$ cat src/rtl/clock_enable_divider.sv
// ---------------------------------------------------------------------------
// clock_enable_divider
//   Fully synchronous programmable divider. One counter on clk produces a
//   one-cycle clock-enable pulse (tick) and an observation square wave
//   (clk_out). The divisor can be reprogrammed at run time; a new value only
//   takes effect on a period boundary, so neither output ever shows a runt.
//   clk_out is meant for pins/LEDs; downstream logic should use clk + tick.
//
// Parameters
//   WIDTH        counter / divisor width
//   DEFAULT_DIV  divisor active after reset (0 halts the divider)
//
// Ports
//   clk          system clock, rising edge
//   rst_n        asynchronous active-low reset
//   en           count enable; low freezes count and clk_out
//   sync_clr     synchronous restart of the current period
//   div_value    requested divisor N
//   div_load     one-cycle strobe capturing div_value
//   tick         one-cycle pulse once per N enabled cycles
//   clk_out      square wave, N>>1 cycles low then the rest high
//   count        current counter value
//   load_pending captured divisor waiting for the next period boundary
// ---------------------------------------------------------------------------
module clock_enable_divider #(
    parameter int unsigned WIDTH       = 24,
    parameter int unsigned DEFAULT_DIV = 16
) (
    input  logic             clk,
    input  logic             rst_n,
    input  logic             en,
    input  logic             sync_clr,
    input  logic [WIDTH-1:0] div_value,
    input  logic             div_load,
    output logic             tick,
    output logic             clk_out,
    output logic [WIDTH-1:0] count,
    output logic             load_pending
);

    localparam logic [WIDTH-1:0] DEF_DIV = WIDTH'(DEFAULT_DIV);
    localparam logic [WIDTH-1:0] ONE     = WIDTH'(1);

    logic [WIDTH-1:0] count_q, count_d;
    logic [WIDTH-1:0] active_div_q, active_div_d;
    logic [WIDTH-1:0] pending_div_q, pending_div_d;
    logic             load_pending_q, load_pending_d;
    logic             tick_q, tick_d;
    logic             clk_out_q, clk_out_d;

    logic             halted;
    logic             last_cnt;
    logic             imm_load;
    logic             wrap;
    logic [WIDTH-1:0] boundary_div;

    always_comb begin
        halted   = (active_div_q == '0);
        // >= rather than == keeps the counter from running away should
        // count ever sit above the active divisor.
        last_cnt = !halted && (count_q >= active_div_q - ONE);
        // With the counter frozen, halted, or at N=1 there is no period in
        // flight worth protecting, so a load takes effect straight away.
        imm_load = div_load && (!en || (active_div_q <= ONE));
        wrap     = en && last_cnt;

        // Divisor that governs the period starting at a boundary: a load on
        // this very edge beats a previously captured one.
        if (div_load)            boundary_div = div_value;
        else if (load_pending_q) boundary_div = pending_div_q;
        else                     boundary_div = active_div_q;
    end

    always_comb begin
        count_d        = count_q;
        active_div_d   = active_div_q;
        pending_div_d  = pending_div_q;
        load_pending_d = load_pending_q;
        tick_d         = 1'b0;
        clk_out_d      = clk_out_q;

        if (sync_clr) begin
            count_d        = '0;
            clk_out_d      = 1'b0;
            active_div_d   = boundary_div;
            load_pending_d = 1'b0;
        end else if (imm_load) begin
            count_d        = '0;
            clk_out_d      = 1'b0;
            active_div_d   = div_value;
            load_pending_d = 1'b0;
        end else if (en) begin
            if (halted) begin
                count_d   = '0;
                clk_out_d = 1'b0;
            end else begin
                if (wrap) begin
                    count_d        = '0;
                    tick_d         = 1'b1;
                    active_div_d   = boundary_div;
                    load_pending_d = 1'b0;
                end else begin
                    count_d = count_q + ONE;
                    if (div_load) begin
                        pending_div_d  = div_value;
                        load_pending_d = 1'b1;
                    end
                end
                // Phase is judged against the divisor that owns the next
                // count, so a boundary switch never produces a short level.
                clk_out_d = (active_div_d != '0) && (count_d >= (active_div_d >> 1));
            end
        end
    end

    always_ff @(posedge clk or negedge rst_n) begin
        if (!rst_n) begin
            count_q        <= '0;
            active_div_q   <= DEF_DIV;
            pending_div_q  <= '0;
            load_pending_q <= 1'b0;
            tick_q         <= 1'b0;
            clk_out_q      <= 1'b0;
        end else begin
            count_q        <= count_d;
            active_div_q   <= active_div_d;
            pending_div_q  <= pending_div_d;
            load_pending_q <= load_pending_d;
            tick_q         <= tick_d;
            clk_out_q      <= clk_out_d;
        end
    end

    assign tick         = tick_q;
    assign clk_out      = clk_out_q;
    assign count        = count_q;
    assign load_pending = load_pending_q;

endmodule
$ cat config.mk
export PLATFORM = sky130hd
export DESIGN_NAME = clock_enable_divider
export DESIGN_NICKNAME = d
export VERILOG_FILES = /design/src/rtl/clock_enable_divider.sv
export SDC_FILE = /design/constraint.sdc
export NUM_CORES = 1
export LEC_CHECK = 0
export ABC_AREA = 1
export BUFFER_PORTS_ARGS = -buffer_cell sky130_fd_sc_hd__clkbuf_2
export CAP_MARGIN = 10
export CORE_MARGIN = 3
export CORE_UTILIZATION = 40
export DETAILED_ROUTE_END_ITERATION = 16
export PLACE_DENSITY = 0.59
export SYNTH_ARGS = -nofsm -noshare
export SYNTH_HDL_FRONTEND = slang
export SYNTH_SLANG_ARGS = --single-unit
$ cat constraint.sdc
create_clock -name clk -period 4.5 [get_ports clk]
set_input_delay 0.225 -clock clk [delete_from_list [all_inputs] [get_ports clk]]
set_output_delay 0.225 -clock clk [all_outputs]
set_load 0.005 [all_outputs]
# --- Word-level counts from Yosys, hierarchy flattened ---
# Index checks and enable logic that the tools add are counted.
classes:
  n_addsub: 2
  magnitude_cmp: 3
  eq_ne: 1
  n_mux: 35
  bitwise: 4
  n_reduce_logical: 14
ops:
  columns: ["cell", "count"]
  rows:
  - ["24-bit two-way mux", 20]
  - ["24-bit by 1-bit adder with 24-bit output (second input constant)", 1]
  - ["24-bit by 23-bit >= comparator with 1-bit output", 1]
  - ["24-bit >= comparator", 1]
  - ["24-bit by 1-bit less-or-equal comparator with 1-bit output (second input constant)", 1]
  - ["24-bit logical NOT", 1]
  - ["24-bit nonzero test", 1]
  - ["24-bit by 1-bit subtractor with 24-bit output (second input constant)", 1]
  - ["1-bit two-way mux", 15]
  - ["6-bit AND reduction", 1]
  - ["1-bit logical AND", 4]
  - ["1-bit inverter", 4]
  - ["4-bit nonzero test", 1]
  - ["3-bit by 2-bit != test with 1-bit output (second input constant)", 1]
  - ["3-bit AND reduction", 1]
  - ["3-bit nonzero test", 1]
  - ["1-bit logical NOT", 2]
  - ["2-bit AND reduction", 1]
  - ["1-bit logical OR", 1]
word_totals:
  reg_bits: 75
  in_bits: 29
  out_inout_bits: 27
  word_cells: 65

# --- Depth between registers and ports, before layout ---
# Gate-level depths: netlist of run 1.
depth:
  word_depth: 15
  mapped_depth: 41
  depth_no_buf: 40

# --- Least setup slack after synthesis of run 1 ---
# OpenSTA, ideal clock, no wires.
synth_path:
  path_type: "register to register"
  startpoint: "register active_div_q[2]"
  endpoint: "register clk_out_q (netlist: clk_out)"
  setup_ns: 0.116
  arrival_ns: 4.241
  required_time_ns: 4.384
  slack_ns: 0.143
  stages_incl_launch_ff: 41
  n_path_buf: 1
  period_less_slack_ns: 4.357
  path_cell_list: "dfrtp_1 > nor2_2 > nand2_2 > nor4_4 > nand3_1 > nor4_1 > nand2_1 > nor4_2 > xor2_1 > inv_1 > ha_1 > nand2_1 > inv_1 > nand4_1 > nor2_1 > nand2_1 > nand3_1 > nand2_1 > (+5 left out) > nand2_1 > nand2_1 > nand2_1 > nand2_1 > nand2_1 > nand2_1 > nand2_1 > nand2_1 > nand2_1 > nand2_1 > nand2_1 > nand2_1 > nand2_1 > nand2_1 > nand2_1 > a21oi_1 > nand2_1 > nand2_1"
synth_between:
  elab_chain_len: 15
  word_cells_on_any_way: 29
  classes_between: "add/sub: 1; order compare: 3; mux: 16; reduce/logical: 9"
synth_rtl:
  columns: ["item", "line_no", "source"]
  rows:
  - ["start, declared", "45", "logic [WIDTH-1:0] active_div_q, active_div_d;"]
  - ["start signal, assigned", "126", "active_div_q <= active_div_d;"]
  - ["24-bit by 1-bit subtractor with 24-bit output / 24-bit logical NOT (equally long branches)", "61, 58", null]
  - ["24-bit >= comparator / 1-bit logical NOT (equally long branches)", "61", "last_cnt = !halted && (count_q >= active_div_q - ONE);"]
  - ["1-bit logical AND", "61", null]
  - ["1-bit logical AND", "65", "wrap = en && last_cnt;"]
  - ["24-bit two-way mux", "97", "if (wrap) begin"]
  - ["24-bit two-way mux", "93", "if (halted) begin"]
  - ["24-bit two-way mux", "92", "end else if (en) begin"]
  - ["24-bit two-way mux", "87", "end else if (imm_load) begin"]
  - ["24-bit two-way mux", "82", "if (sync_clr) begin"]
  - ["24-bit by 23-bit >= comparator with 1-bit output / 24-bit nonzero test (equally long branches)", "111", "clk_out_d = (active_div_d != '0) && (count_d >= (active_div_d >> 1));"]
  - ["1-bit logical AND", "111", null]
  - ["1-bit two-way mux", "93", null]
  - ["1-bit two-way mux", "92", null]
  - ["1-bit two-way mux", "87", null]
  - ["1-bit two-way mux", "82", null]
  - ["end signal, assigned", "130", "clk_out_q <= clk_out_d;"]
  - ["end, declared", "49", "logic clk_out_q, clk_out_d;"]
# Parallel ways exist; a longest one is shown, timed or not. The select of a mux whose other input is x is not followed.
# A chain may end at the register's enable or synchronous reset.

# --- Worst setup path in the final report of run 1 ---
layout_path:
  startpoint: "register active_div_q[1]"
  endpoint: "register clk_out_q (netlist: clk_out)"
# The elaborated chain is that of the path after synthesis.

==> results of run 1 <==
worst max-delay path, delay by kind of cell, from the launching register on:
family / cells / cell delay [ns]
AND/OR/NAND/NOR: 19 / 2.04
adder cells (fa/ha/maj): 3 / 0.75
buffers and inverters: 4 / 0.49
AO/OA/AOI/OAI: 5 / 0.46
flip-flops: 1 / 0.41
XOR/XNOR: 1 / 0.20
routing by layer:
layer	vias up	wire length, um	global-route usage, %
met5	-	0	0
met4	0	214	6.01
met3	12	742	2.18
met2	164	7830	30.8
met1	2711	9470	33.0
li1	3157	-	-
synthesized netlist by cell type (3+ instances only):
| cell type | number | share of area, % |
|---|---|---|
| nand2_1 | 234 | 14 |
| inv_1 | 140 | 8.4 |
| nand3b_1 | 19 | 2.3 |
| buf_2 | 11 | 0.88 |
| o21ai_2 | 4 | 0.56 |
| dfrtp_1 | 74 | 29 |
| nor2_1 | 70 | 4.2 |
| o211ai_1 | 3 | 0.36 |
| o21ai_0 | 90 | 7.2 |
| o22ai_1 | 19 | 1.9 |
| mux2i_1 | 16 | 2.6 |
| inv_2 | 3 | 0.18 |
| nand3_1 | 37 | 3.0 |
| a21oi_1 | 33 | 2.6 |
| nand4_1 | 6 | 0.60 |
| nor4_1 | 7 | 0.70 |
| xnor2_1 | 7 | 0.98 |
| clkbuf_1 | 18 | 1.1 |
| ha_1 | 50 | 10 |
| o21ai_1 | 16 | 1.3 |
| xor2_1 | 20 | 2.8 |
| nor3_1 | 7 | 0.56 |
| nor2_2 | 5 | 0.50 |
| buf_6 | 3 | 0.54 |
per-stage QoR:
stage | instances | power [mW] | TNS [ns] | setup WS [ns] | util, %
final | 1224 | 2.18 | 0 | 0.0243 | 50.1
after global routing | 1224 | 2.32 | -0.440 | -0.440 | 50.1
after CTS | 1219 | 2.17 | -0.0792 | -0.0792 | 48.7
after detailed placement | 1203 | 1.42 | -0.228 | -0.228 | 46.5
after global placement | 1203 | 1.41 | -0.0850 | -0.0850 | 46.5
after floorplan | 915 | 1.19 | 0 | 0.143 | -
cells in the final DEF (no fill, tap or decap), drive strengths merged, types with 16 or more instances in the layout:
master and instances:
nor2 75, inv 143, o22ai 19, mux2i 16, clkbuf 66, nand3 38
o21ai 110, nand3b 19, ha 50, nand2 237, xor2 20, dfrtp 74
buf 60, a21oi 33
sequential cells by signal, summed over array words and instances, names as in the netlist:
signal         cells
count             24
active_div_q      24
clk_out            1
pending_div_q     24
tick               1
load_pending       1
what timing repair did:
item,in CTS,in global routing
setup endpoints to repair,1,1
pin swaps,2,8
cloned,0,2
buffers inserted,0,3
hold buffers,0,0
resized for setup,9,31
cell type report:
type / instances / area (sq um) / share of cell area (%)
Multi-Input combinational cell: 662 / 3860 / 50.5
Sequential cell: 75 / 1880 / 24.6
Timing Repair Buffer: 116 / 800 / 10.5
Inverter: 144 / 541 / 7.08
Tap cell: 211 / 264 / 3.46
Clock buffer: 10 / 229 / 3.00
Clock inverter: 6 / 66.3 / 0.868
kinds of logic after synthesis:
logic type / Yosys count / synth area share, %
adders and majority gates: 50 / 9.97
DFF: 75 / 29.9
and+or+nand+nor: 395 / 27.2
AOI/OAI and AO/OA: 174 / 15.3
xor gates and xnor gates: 27 / 3.77
muxes: 16 / 2.55
buffers and inverters: 178 / 11.3
report_power, final:
group / internal, mW / leakage [nW] / switching, mW / total [mW]
logic: 0.250 / 3.01 / 0.370 / 0.620
clock network: 0.430 / 0.135 / 0.311 / 0.741
registers: 0.752 / 0.951 / 0.0678 / 0.820
total: 1.43 / 4.10 / 0.749 / 2.18
final timing paths:
kind / endpoint / slack [ns] / cells past startpoint
setup / recovery: clk_out / 0.02 / 32
hold / removal: count[16] / 0.04 / 1
setup reg to reg: clk_out / 0.02 / 32
hold reg to reg: pending_div_q[3] / 0.48 / 2
max in group asynchronous: active_div_q[1] / 3.76 / 1
min in group clk: pending_div_q[23] / 0.13 / 3
==> flow_summary.toml, run 1 <==
[cts]
clk_pin_slew_ns = 0.06
clk_latency_ns = 0.35
cts_buffers = 9
clock_path_buffers = 2
cts_htree_levels = 3
cts_tree = "done"
cts_root_buf = "clkbuf_16"
clock_sinks = 75

[worst_setup_path]
critPathKind = "reg -> reg"
cp-end-kind = "flip-flop"
timing.rr.start = "active_div_q[1]"
startpoint = "active_div_q[1]"
worst_ep_arrival_time_ns = 4.71
worstPathMaxFanout = 16
max_stage_delay_ns = 0.41
crit_slowest_cell = "dfrtp_2"
critPathLaunchType = "flip-flop"
cpMostUsedCell = "nand2_1"
crit_required_ns = 4.73

[layout]
final_nets = 1087
drive_above_1_share_pct = 18.1
fillers = 1563
areaGrowthSynthToFinish_pct = 21.7
fin_area_sq_um = 7640
diodes = 0

[floorplanning]
start_util_pct = 41.1
ios = 56
rows = 45
die_area_sq_um = 17200
die_x_um = 131
die_h_um = 131
core_area_sq_um = 15300

[drt]
first_pass_iters = 5
drcViolationCount = 0
vias = 6044
routed_wl_um = 18300
post_drt_wl_per_cell_um = 14.9
avgViaCountPerCell = 4.94
first_iter_violations = 442
ant_nets = 0

[sta]
hold_ws_ns = 0.0404
fmax_mhz = 223
finalSetupViolCount = 0
maxSlewHeadroom_pct = 33.9
period_share_pct = 99.5
hold_viol = 0
drv_slew = 0
rsz0062_at_grt = "true"
min_period_ns = 4.48
tightest_slew_ns = 0.991
skew_ns = 0.00870

[synthesis]
synth_edf_count = 0
syn-cell-area_sq_um = 6280
syn_inst = 915
avgSynthCellArea_sq_um = 6.86
synth_nets = 994
yosysUniqueCellTypes = 42
yosys_warnings = 0
seq_area_frac_synth_pct = 29.9
synth-seq-cells = 75
synthFlopType = "dfrtp_1"
synthArstFlopShare_pct = 100

[global_route]
grt_pass1_wl_um = 29600
grt_overflow_total = 0
antenna_found_initial = 0
track_usage_pct = 21.2
grt_max_degree = 76
grt_pass1_vias = 5563

[power_and_ir_drop]
p_per_area_nw_per_um2 = 285
leakagePower_nw = 4.10
peakVddDrop_uv = 196

[place]
hpwl_um = 13700
postPlaceCellArea_sq_um = 7100
globalplace.congestion = 0.896
portBuffers = 55

[worst_hold_path]
hold_class = "in -> async"

[job]
drv_cap = 0

[status]
outcome = "completed"
(Power assumes the default switching activity.)
==> run 2: changes to the inputs <==
- CTS_BUF_LIST: default -> sky130_fd_sc_hd__clkbuf_4 sky130_fd_sc_hd__clkbuf_8
==> flow_summary.toml, run 2 (synthesis results as in run 1) <==
[worst_setup_path]
critPathKind = "reg -> reg"
crit_required_ns = 4.76
crit_slowest_cell = "dfrtp_2"
cp-end-kind = "flip-flop"
worst_ep_arrival_time_ns = 4.73
cpMostUsedCell = "nand2_1"
worstPathMaxFanout = 16
max_stage_delay_ns = 0.42
critPathLaunchType = "flip-flop"

[place]
globalplace.congestion = 0.896
postPlaceCellArea_sq_um = 7100
pre_cts_ws_ns = -0.228
hpwl_um = 13700
portBuffers = 55

[global_route]
antenna_found_initial = 0
grt_pass1_vias = 5547
grt_max_degree = 76
track_usage_pct = 21.1
grt_overflow_total = 0
grt_pass1_wl_um = 29500

[sta]
maxSlewHeadroom_pct = 34.7
period_share_pct = 99.4
tightest_slew_ns = 0.980
min_period_ns = 4.47
drv_slew = 0
fmax_mhz = 223
skew_ns = 0.0119
hold_viol = 0
rsz0062_at_grt = "true"
layout_setup_ws_ns = 0.0250
finalSetupViolCount = 0

[power_and_ir_drop]
leakagePower_nw = 4.05
p_per_area_nw_per_um2 = 263
total_power_mw = 1.98
peakVddDrop_uv = 168

[layout]
diodes = 0
final_nets = 1087
final_common_cell = "nand2_1"
multi_input_area_sq_um = 3860
final_cell_mix = "230 x nand2_1, 138 x inv_1, 85 x o21ai_0"
drive_above_1_share_pct = 18.2
fillers = 1576
areaGrowthSynthToFinish_pct = 20.1
fin_area_sq_um = 7540
layout.area.seq_sq_um = 1880

[cts]
cts_root_buf = "clkbuf_8"
cts_htree_levels = 3
cts_buffers = 9
clk_latency_ns = 0.37
cts_tree = "done"
cts_hold_buffers = 0
clock_path_buffers = 2
clk_pin_slew_ns = 0.09
clock_sinks = 75

[floorplanning]
rows = 45
die_h_um = 131
die_x_um = 131
die_area_sq_um = 17200
ios = 56
core_area_sq_um = 15300
start_util_pct = 41.1

[drt]
first_iter_violations = 506
routed_wl_um = 18200
post_drt_wl_per_cell_um = 14.8
vias = 6057
drcViolationCount = 0
first_pass_iters = 5
avgViaCountPerCell = 4.95
ant_nets = 0

[job]
drv_cap = 0

[worst_hold_path]
hold_class = "in -> async"

[status]
outcome = "completed"
==> run 2: per-stage QoR <==
step	instances	utilization, %	hold slack [ns]	TNS [ns]
after CTS	1219	48.0	0.0346	-0.0770
after floorplan	915	-	-0.0706	0
after detailed placement	1203	46.5	0.455	-0.228
after global routing	1224	49.4	0.0838	-0.431
final	1224	49.4	0.00776	0
after global placement	1203	46.5	0.456	-0.0850
==> run 2: per-layer routing <==
metal,vias up,wire [um],GRT usage [%]
met2,165,7690,30.7
met3,17,752,2.30
met4,0,265,6.01
met1,2719,9450,32.7
met5,-,0,0
li1,3156,-,-
==> run 2: worst max-delay path: cells and delay by family (launching register included) <==
kind	cells	cell delay, ns
DFF	1	0.42
and+or+nand+nor	19	2.03
adders and majority gates	3	0.75
buffers and inverters	4	0.49
xor gates and xnor gates	1	0.20
AOI/OAI and AO/OA	5	0.46
==> run 2: area by class of cell <==
cell class / instances / area share [%]
flip-flops and latches: 75 / 24.9
multi-input cells: 662 / 51.2
well taps: 211 / 3.50
repair buffers: 116 / 10.6
inverters: 144 / 7.17
clock inverters: 6 / 0.879
clock buffers: 10 / 1.74
==> run 2: power breakdown <==
group	internal, mW	switching, mW
sequential	0.751	0.0676
clock	0.262	0.286
combinational	0.250	0.368
total	1.26	0.722
==> run 2: repair_timing <==
item | CTS | global route
buffers inserted | 0 | 3
cloned | 0 | 2
endpoints found under the setup margin | 1 | 1
pin swaps | 2 | 8
endpoints found under the hold margin | 0 | 0
gates resized for setup | 9 | 31
==> run 2: path summary, 6_finish.rpt <==
kind	from	endpoint	slack, ns	cells past startpoint
max	active_div_q[1]	clk_out	0.03	32
min	rst_n	count[16]	0.008	1
max reg2reg	active_div_q[1]	clk_out	0.03	32
min reg2reg	pending_div_q[3]	pending_div_q[3]	0.48	2
max in group asynchronous	rst_n	active_div_q[1]	3.81	1
min in group clk	div_value[23]	pending_div_q[23]	0.10	3
==> run 3: changes to the inputs <==
- ABC_AREA: 1 -> 0
- PLACE_DENSITY: 0.59 -> 0.6
==> flow_summary.toml, run 3 <==
[place]
postPlaceCellArea_sq_um = 6990
place_inst = 936
globalplace.congestion = 0.909
hpwl_um = 13400
portBuffers = 55
pre_cts_ws_ns = -1.07

[drt]
wl_met1_um = 9100
ant_nets = 0
dr_wl_met2_um = 9030
first_pass_iters = 5
avgViaCountPerCell = 6.01
routed_wl_um = 19700
routed-wl-met3_um = 1190
drcViolationCount = 0
post_drt_wl_per_cell_um = 20.2
first_iter_violations = 473
highest_layer = "met4"
vias = 5848

[layout]
fin_cells = 973
final_util_pct = 56.2
areaGrowthSynthToFinish_pct = 34.7
diodes = 0
final_cell_mix = "88 x buf_4, 74 x dfrtp_1, 68 x nor2_1"
final_nets = 867
final_common_cell = "buf_4"
drive_above_1_share_pct = 35.2
fin_area_sq_um = 7980

[sta]
skew_ns = 0.0228
period_share_pct = 120
rsz0062_at_grt = "true"
min_period_ns = 5.42
tightest_slew_ns = 1.43
hold_viol = 23
layout_setup_ws_ns = -0.916
maxSlewHeadroom_pct = 4.40
fmax_mhz = 185
finalSetupViolCount = 47
hold_ws_ns = -0.0311
finalSetupTns_ns = -16.82
drv_slew = 0

[cts]
clk_latency_ns = 0.39
cts_tree = "done"
cts_root_buf = "clkbuf_8"
cts_buffers = 9
clock_sinks = 75
clk_pin_slew_ns = 0.10
clock_path_buffers = 2
cts_htree_levels = 3

[status]
violations = "hold timing, setup timing"
outcome = "finished with violations"

[synthesis]
synth_nets = 732
syn-cell-area_sq_um = 5920
avgSynthCellArea_sq_um = 9.07
synth_common_cells = "74 x dfrtp_1, 72 x nor2_1, 60 x a21oi_1"
yosys_warnings = 0
seq_area_frac_synth_pct = 31.7
synth_area_leaders = "dfrtp_1 31%, ha_1 11%, mux2_2 7.6%, a21oi_1 5.1%, mux2i_1 4.7%"
synthArstFlopShare_pct = 100
yosysTopAreaCell = "dfrtp_1"
syn_inst = 653
synthFlopType = "dfrtp_1"
synth_edf_count = 0
yosysUniqueCellTypes = 57
synth-seq-cells = 75
synth_top_area_share_pct = 31.3
yosysMostFrequentCell = "dfrtp_1"

[worst_setup_path]
reg2reg_slack_ns = -0.92
worstPathMaxFanout = 4
cp-end-kind = "flip-flop"
startpoint = "active_div_q[2]"
max_stage_delay_ns = 0.44
timing.rr.start = "active_div_q[2]"
crit_slowest_cell = "or4_4"
worst_ep_arrival_time_ns = 5.69
crit_required_ns = 4.77
critPathKind = "reg -> reg"
critPathLaunchType = "flip-flop"

[global_route]
track_usage_pct = 24.3
grt_max_degree = 76
grt_overflow_total = 0
antenna_found_initial = 0
grt_pass1_wl_um = 31500
grt_pass1_vias = 5789

[floorplanning]
die_area_sq_um = 16300
core_area_sq_um = 14200
die_h_um = 128
ios = 56
die_x_um = 128
start_util_pct = 41.7
rows = 43

[power_and_ir_drop]
peakVddDrop_uv = 253
total_power_mw = 2.17
leakagePower_nw = 3.58
p_per_area_nw_per_um2 = 273

[job]
drv_cap = 0

[worst_hold_path]
hold_class = "in -> async"
## run 3: cell count changes after synthesis, sizes merged, moves of 19 or more
cell and delta:
nand2 -204, inv -133, o21ai -92, mux2 +40, a21oi +27, a31oi +23
o32ai +19
## run 3: timing repair
item,in CTS,in global routing
cloned,7,0
resized for setup,80,32
pin swaps,11,13
buffers inserted,15,5
endpoints found under the setup margin,44,61
hold buffers,0,0
## run 3: cell families after synthesis
group / after synthesis / share of synthesized area (%)
multiplexers: 68 / 12.3
adder cells (fa/ha/maj): 50 / 10.6
AO/OA/AOI/OAI: 168 / 18.4
XOR/XNOR: 39 / 5.77
buffers and inverters: 50 / 3.80
AND/OR/NAND/NOR: 203 / 17.4
flip-flops: 75 / 31.7
## run 3: final cells by class
class                      count  area (sq um)
clock buffer                  11           139
sequential                    75          1880
clock inverter                 5          85.1
inverter                      10          37.5
fill                        1232          6220
tap                          180           225
multi-input combinational    529          4310
timing repair buffer         163          1300
## run 3: critical path: cells and delay by family (launching register included)
kind | cells | cell delay, ns
AND/OR/NAND/NOR | 9 | 1.87
adder cells (fa/ha/maj) | 2 | 0.55
buffers and inverters | 2 | 0.25
AO/OA/AOI/OAI | 11 | 2.12
XOR/XNOR | 1 | 0.11
flip-flops | 1 | 0.42
## run 3: final timing paths
| kind | endpoint | depth (start not counted) |
|---|---|---|
| min in group clk | active_div_q[3] | 3 |
| worst max register to register | clk_out | 25 |
| worst max-delay path | clk_out | 25 |
| worst min-delay path | count[22] | 1 |
| max in group asynchronous | load_pending | 1 |
| worst min register to register | pending_div_q[21] | 1 |
## run 3: layer usage
layer | vias up | GRT usage (%)
li1 | 2722 | -
met1 | 2856 | 34.8
met2 | 243 | 37.7
met3 | 27 | 4.38
met4 | 0 | 6.68
met5 | - | 0
## run 3: power breakdown
group	total [mW]	internal (mW)	leakage, nW	switching (mW)
Combinational	0.725	0.350	2.54	0.375
Sequential	0.827	0.759	0.932	0.0683
Clock	0.623	0.329	0.111	0.294
Total	2.17	1.44	3.58	0.737
